--- src/rtl/scp_attack_seq.sv ---
// rtl/scp_attack_seq.sv - staged intrusion sequencer driven by guard alerts and a tick timer
module scp_attack_seq #(
  parameter int NUM_STAGES  = 3,
  parameter int TIMER_W     = 6,
  parameter int STAGE_TICKS = 35,
  parameter int CHEAT_TICKS = 25,
  parameter int MAX_CHEATS  = 2
) (
  input  logic                              clock,
  input  logic                              reset,
  input  logic                              green,
  input  logic                              yellow,
  input  logic                              red,
  input  logic                              tick,
  output logic [2:0]                        state,
  output logic [$clog2(NUM_STAGES+1)-1:0]   stage,
  output logic [NUM_STAGES-1:0]             attack,
  output logic [TIMER_W-1:0]                timer,
  output logic                              cheat_out,
  output logic                              connected,
  output logic                              failed
);

  localparam int SW = $clog2(NUM_STAGES + 1);
  // Cheat counter is at least two bits even when MAX_CHEATS is small.
  localparam int CW = ($clog2(MAX_CHEATS + 1) > 2) ? $clog2(MAX_CHEATS + 1) : 2;

  localparam logic [TIMER_W-1:0] STAGE_LAST  = TIMER_W'(STAGE_TICKS - 1);
  localparam logic [TIMER_W-1:0] CHEAT_LAST  = TIMER_W'(CHEAT_TICKS - 1);
  localparam logic [SW-1:0]      STAGE_FULL  = SW'(NUM_STAGES);
  localparam logic [CW-1:0]      CHEAT_LIMIT = CW'(MAX_CHEATS);

  typedef enum logic [2:0] {
    S_LAY_LOW = 3'd0,
    S_CHEAT   = 3'd1,
    S_ATTACK  = 3'd2,
    S_FAIL    = 3'd4,
    S_CONNECT = 3'd5
  } state_t;

  state_t              r_state;
  logic [SW-1:0]       r_stage;
  logic [NUM_STAGES-1:0] r_attack;
  logic [TIMER_W-1:0]  r_timer;
  logic [CW-1:0]       r_cheat_count;
  logic                r_cheat_out;
  logic                r_connected;
  logic                r_failed;

  state_t              w_nxt_state;
  logic [SW-1:0]       w_nxt_stage;
  logic [TIMER_W-1:0]  w_nxt_timer;
  logic [CW-1:0]       w_nxt_cheat_count;
  logic                w_nxt_cheat_out;
  logic                w_nxt_connected;
  logic                w_nxt_failed;
  logic                w_green_q;

  // The attack vector is always the thermometer image of the completed-stage count.
  function automatic logic [NUM_STAGES-1:0] therm(input logic [SW-1:0] s);
    logic [NUM_STAGES-1:0] t;
    t = '0;
    for (int i = 0; i < NUM_STAGES; i++) begin
      t[i] = (i < int'(s));
    end
    return t;
  endfunction

  assign w_green_q = green & ~yellow & ~red;

  // Next-state and next-output decode; red beats yellow beats green.
  always_comb begin
    w_nxt_state       = r_state;
    w_nxt_stage       = r_stage;
    w_nxt_timer       = r_timer;
    w_nxt_cheat_count = r_cheat_count;
    w_nxt_cheat_out   = r_cheat_out;
    w_nxt_connected   = r_connected;
    w_nxt_failed      = r_failed;
    case (r_state)
      S_LAY_LOW, S_ATTACK: begin
        if (red) begin
          if (r_cheat_count == CHEAT_LIMIT) begin
            w_nxt_state     = S_FAIL;
            w_nxt_failed    = 1'b1;
            w_nxt_stage     = '0;
            w_nxt_cheat_out = 1'b0;
          end else begin
            w_nxt_state       = S_CHEAT;
            w_nxt_cheat_count = r_cheat_count + 1'b1;
            w_nxt_timer       = '0;
            w_nxt_cheat_out   = 1'b1;
          end
        end else if (yellow) begin
          w_nxt_timer = '0;
          if (r_state == S_ATTACK) begin
            w_nxt_stage = r_stage - 1'b1;
            if (r_stage == SW'(1)) begin
              w_nxt_state = S_LAY_LOW;
            end
          end
        end else if (w_green_q && tick) begin
          if (r_timer == STAGE_LAST) begin
            w_nxt_timer = '0;
            w_nxt_stage = r_stage + 1'b1;
            if (r_stage + 1'b1 == STAGE_FULL) begin
              w_nxt_state     = S_CONNECT;
              w_nxt_connected = 1'b1;
            end else begin
              w_nxt_state = S_ATTACK;
            end
          end else begin
            w_nxt_timer = r_timer + 1'b1;
          end
        end
      end
      S_CHEAT: begin
        if (tick) begin
          if (r_timer == CHEAT_LAST) begin
            w_nxt_cheat_out = 1'b0;
            w_nxt_stage     = '0;
            if (red) begin
              w_nxt_state  = S_FAIL;
              w_nxt_failed = 1'b1;
            end else begin
              w_nxt_state = S_LAY_LOW;
              w_nxt_timer = '0;
            end
          end else begin
            w_nxt_timer = r_timer + 1'b1;
          end
        end
      end
      S_FAIL, S_CONNECT: begin
        w_nxt_state = r_state;
      end
      default: begin
        w_nxt_state = S_LAY_LOW;
      end
    endcase
  end

  // State and output registers with synchronous reset.
  always_ff @(posedge clock) begin
    if (reset) begin
      r_state       <= S_LAY_LOW;
      r_stage       <= '0;
      r_attack      <= '0;
      r_timer       <= '0;
      r_cheat_count <= '0;
      r_cheat_out   <= 1'b0;
      r_connected   <= 1'b0;
      r_failed      <= 1'b0;
    end else begin
      r_state       <= w_nxt_state;
      r_stage       <= w_nxt_stage;
      r_attack      <= therm(w_nxt_stage);
      r_timer       <= w_nxt_timer;
      r_cheat_count <= w_nxt_cheat_count;
      r_cheat_out   <= w_nxt_cheat_out;
      r_connected   <= w_nxt_connected;
      r_failed      <= w_nxt_failed;
    end
  end

  assign state     = r_state;
  assign stage     = r_stage;
  assign attack    = r_attack;
  assign timer     = r_timer;
  assign cheat_out = r_cheat_out;
  assign connected = r_connected;
  assign failed    = r_failed;

endmodule

--- config.mk ---
export PLATFORM = sky130hd
export DESIGN_NAME = scp_attack_seq
export DESIGN_NICKNAME = d
export VERILOG_FILES = /design/src/rtl/scp_attack_seq.sv
export SDC_FILE = /design/constraint.sdc
export NUM_CORES = 1
export LEC_CHECK = 0
export BUFFER_PORTS_ARGS = -buffer_cell sky130_fd_sc_hd__buf_2
export CORE_MARGIN = 1.5
export CORE_UTILIZATION = 57
export DETAILED_ROUTE_END_ITERATION = 10
export PLACE_DENSITY_LB_ADDON = 0.2
export RECOVER_POWER = 25
export SYNTH_ARGS = -nofsm -noshare
export SYNTH_HDL_FRONTEND = slang
export SYNTH_SLANG_ARGS = --single-unit
--- constraint.sdc ---
create_clock -name clock -period 5.3 [get_ports clock]
set_input_delay 0.53 -clock clock [delete_from_list [all_inputs] [get_ports clock]]
set_output_delay 0.53 -clock clock [all_outputs]
set_load 0.05 [all_outputs]
# Word level (Yosys, flattened, before mapping)
# Cells that the tools add are included.
# word_totals
out_inout_bits	17
in_bits	6
ramBits	0
n_memories	0
latchBits	0
word_cells	93
rom_bits	0
regBits	19
# classes
n_eq_ne	20
bitwise	6
n_mul	0
n_reduce_logical	11
div_mod_pow	0
muxes	41
magnitude_cmp	3
shifts	0
n_addsub	4
# op_table
op	count
6-bit 2-to-1 mux	8
3-bit 2-to-1 mux	11
2-bit 2-to-1 mux	8
4-bit inequality test, second input constant	4
6-bit one-hot mux with 2 select lines	1
6-bit AND reduction	2
2-bit inequality test, second input constant	5
1-bit 2-to-1 mux	9
3-bit one-hot mux with 3 select lines	1
7-bit AND reduction	1
6-bit by 1-bit adder with 6-bit output, second input constant	1
3-bit == test, second input constant	2
6-bit by 5-bit == test with 1-bit output, second input constant	1
6-bit == test, second input constant	1
3-bit inequality test, second input constant	2
5-bit AND reduction	1
2-bit by 1-bit adder with 2-bit output, second input constant	2
2-bit == test, second input constant	2
1-bit by 2-bit less-than comparator with 1-bit output, first input constant	2
1-bit NOT	4
1-bit one-hot mux with 2 select lines	2
2-bit one-hot mux with 2 select lines	1
4-bit AND reduction	1
2-bit OR reduction	2
10 further kinds	11

# Longest topological paths before layout
# depth
ltp_word	9
depth_mapped	8
depth_no_buf	7

# Worst setup path before layout
# Ideal clock, no wire load.
# synth_timing
path_kind	reg2reg
start	register r_state[0] (netlist: state[0])
end	register r_attack[0] (netlist: attack[0])
arrival_ns	1.882
path_stages_with_launch	7
path_slack_ns	3.291
path_buffers	1
synth_period_minus_slack_ns	2.009
setup_time_ns	0.127
path_cell_list	dfxtp_1 buf_2 nand4bb_4 o32ai_1 o32a_1 a21oi_2 o21bai_1
# synth_via
elab_chain_cells	6
# synth_rtl
item	line	rtl
start: declaration	41	state_t r_state;
start signal: assignment	155	r_state <= w_nxt_state;
3-bit by 2-bit == test with 1-bit output	80, 96	
2-bit 2-to-1 mux	96	if (r_state == S_ATTACK) begin
2-bit 2-to-1 mux	94	end else if (yellow) begin
2-bit 2-to-1 mux	82	if (red) begin
2-bit one-hot mux with 2 select lines (*)	80	case (r_state)
1-bit by 2-bit less-than comparator with 1-bit output (*)	64	t[i] = (i < int'(s));
end signal: assignment	157	r_attack <= therm(w_nxt_stage);
end: declaration	43	logic [NUM_STAGES-1:0] r_attack;
# Every way passes the cells marked *; elsewhere a longest branch is shown, timed or not.
# A chain may end at the register's enable or synchronous reset.

# Worst setup path in the final report
# Ends and elaborated chain as after synthesis.

==> impl_metrics.tcl <==
set metrics [dict create \
    status "complete, no violations" \
    drc 0 \
    ys_async_sr_fraction_pct 0 \
    rsz0062_at_grt "false" \
    skew_ps 1.55 \
    track_usage_pct 25.9 \
    ir_drop_v 0.000214 \
    grt_max_degree 13 \
    path_clk_slew_ps 90 \
    syn-num-nets 137 \
    syn_inst 125 \
    postRouteAntennaNets 0 \
    synth_area_um2 1070 \
    cp-endpoint "attack[0]$_SDFF_PP0_" \
    dieArea_um2 2150 \
    worst_pin_slew_ps 617 \
    power.leakage_nw 0.461 \
    drt-wirelength-per-cell_um 13.9 \
    end_kind "register" \
    grt_pass1_wl_mm 3.97 \
    core_um2 1750 \
    critPathRequiredTime_ps 5490 \
    path_class "register to register" \
    synth_sequential_area_ratio_pct 33.6 \
    antenna-diode-count 0 \
    critPathLaunch "state[0]$_SDFFE_PP0P_" \
    setup-violations-final 0 \
    yosysUniqueCellTypes 40 \
    area_delta_synth_final_pct 11.2 \
    rows 15 \
    slew_headroom_pct 58.7 \
    antenna_found_initial 0 \
    post-route-period-util_pct 38.1 \
    grt-ovfl-total 0 \
    hold_violations 0 \
    fp.dieH_um 46.3 \
    cts.htree.levels 1 \
    max-cap-violations 0 \
    cts_buffers 3 \
    hold_path.class "register to register" \
    worst_slack_ps 3280 \
    cp_max_fo 11 \
    cts_resized 0 \
    first_iter_violations 43 \
    ys_warn_count 0 \
    post-place-ws_ps 3290 \
    placed_cells 166 \
    dr.pass1.iters 4 \
    r2r_cells 5 \
    nets 158 \
    initial_core_util_pct 61.4 \
    die_width_um 46.3 \
    postSynth.topFlopCell "dfxtp_1" \
    io_buffers 22 \
    finalWirelength_mm 2.35 \
    postCtsSetupRepairBufs 0 \
    root_buffer "clkbuf_4" \
    slew_violations 0 \
    r2r_start "state[0]$_SDFFE_PP0P_" \
    gp_congestion 0.966 \
    layout_min_cycle_time_ps 2020 \
    max_freq_mhz 495 \
    cts_sinks 18 \
    finalSetupTns_ps 0 \
    synth_edf_count 0 \
    syn-mean-instance-area_um2 8.57 \
    hpwlAfterDp_mm 1.72 \
    clock_latency_ps 290 \
    cp.arrival_ps 2210 \
    cts_hold_buffers 0 \
    timing.rr.end "attack[0]$_SDFF_PP0_" \
    grt_pass1_vias 887 \
    vias 981 \
    layout-drive-gt1-share_pct 16.7 \
    reg2reg_slack_ps 3280 \
    vias_per_cell 5.80 \
    synth_seq_cells 18 \
    cts_buffer_depth 2 \
    p_total_mw 0.435 \
    p_per_area_nw_per_um2 365 \
    cp-start-kind "register" \
    layout.cells.non_filler 169 \
    cts_tree "built" \
    ios 23 \
]
## worst min path at each step
stage / startpoint / endpoint / slack, ps / depth (start not counted)
6_report: cheat_out$_SDFFE_PP0P_ / cheat_out$_SDFFE_PP0P_ / 480 / 2
5_1_grt: connected$_SDFFE_PP0P_ / connected$_SDFFE_PP0P_ / 520 / 2
4_1_cts: failed$_SDFFE_PP0P_ / failed$_SDFFE_PP0P_ / 490 / 2
3_5_place_dp: failed$_SDFFE_PP0P_ / failed$_SDFFE_PP0P_ / 460 / 2
3_3_place_gp: cheat_out$_SDFFE_PP0P_ / cheat_out$_SDFFE_PP0P_ / 450 / 2
2_1_floorplan: r_cheat_count[1]$_SDFFE_PP0P_ / r_cheat_count[1]$_SDFFE_PP0P_ / 460 / 2
## worst max-delay path, cell delays in order (launching register included)
cell and delay [ps]:
dfxtp_1 620, nand4bb_4 190, o32ai_1 600, o32a_1 290, a21oi_2 60, o21bai_1 150
## routing by layer
metal	global-route usage, %	vias up	wire, µm
met3	3.53	5	114
met1	37.0	463	1070
met4	8.57	0	40
li1	-	479	-
met5	0	-	0
met2	39.7	34	1120
## cell usage after synthesis, types with 2 or more instances
| library cell | n | area (µm²) |
|---|---|---|
| nand4b_1 | 2 | 17.5 |
| a21oi_1 | 5 | 25.0 |
| dfxtp_1 | 18 | 360 |
| mux2i_1 | 4 | 40.0 |
| o21a_1 | 2 | 15.0 |
| buf_4 | 2 | 15.0 |
| ha_1 | 6 | 75.1 |
| o211ai_1 | 2 | 15.0 |
| o32a_1 | 2 | 20.0 |
| o21ai_0 | 6 | 30.0 |
| nor3_1 | 3 | 15.0 |
| nor2_1 | 19 | 71.3 |
| inv_1 | 7 | 26.3 |
| buf_2 | 2 | 10.0 |
| clkbuf_1 | 2 | 7.51 |
| nand2b_1 | 2 | 12.5 |
| nand3_1 | 5 | 25.0 |
| o31ai_1 | 2 | 15.0 |
| nand2_1 | 6 | 22.5 |
| xnor2_1 | 6 | 52.6 |
| o21bai_1 | 2 | 15.0 |
| o21ai_1 | 2 | 10.0 |
## layout by cell type (no fill, tap or decap), types with 2 or more instances in the layout
master,netlist,routed
nor2_1,19,19
dfxtp_1,18,18
buf_2,2,15
inv_1,7,7
clkbuf_1,2,7
nand2_1,6,6
o21ai_0,6,6
xnor2_1,6,6
ha_1,6,6
nand3_1,5,5
a21oi_1,5,5
mux2i_1,4,4
nor3_1,3,3
clkbuf_4,0,3
nand4b_1,2,2
o21a_1,2,2
nand2b_1,2,2
or3b_1,1,2
o21bai_1,2,2
o31ai_1,2,2
o211ai_1,2,2
o32a_1,2,2
o21ai_1,2,2
## flip-flops by register name (all words and copies together) (netlist names)
register / cells
connected: 1
cheat_out: 1
failed: 1
state: 3
stage: 1
r_cheat_count: 2
attack: 3
timer: 6
## cell type report
class / instances / area [µm²]
inverters: 7 / 26.3
clock buffers: 3 / 22.5
flip-flops and latches: 18 / 360
multi-input cells: 94 / 649
well taps: 25 / 31.3
repair buffers: 22 / 101
fillers: 161 / 554
## stage by stage
step                      hold WS, ps  area, µm²  util [%]
final                             485       1190      68.2
after global routing              517       1190      68.2
after CTS                         486       1200      68.9
after detailed placement          459       1180      67.6
after global placement            448       1180      67.6
after floorplan                   459       1070         -
## cell families after synthesis
kind of cell / Yosys count / share of synthesized area [%]
DFF: 18 / 33.6
and+or+nand+nor: 47 / 25.1
buffers and inverters: 13 / 5.49
xor gates and xnor gates: 6 / 4.91
adders and majority gates: 6 / 7.01
muxes: 4 / 3.74
AOI/OAI and AO/OA: 31 / 20.1
## where the power goes
part           leakage (nW)  switching, mW  internal, mW
combinational         0.300          0.133        0.0623
sequential            0.147         0.0202         0.153
clock                0.0138         0.0401        0.0265
total                 0.461          0.193         0.242
(Power assumes the default switching activity.)
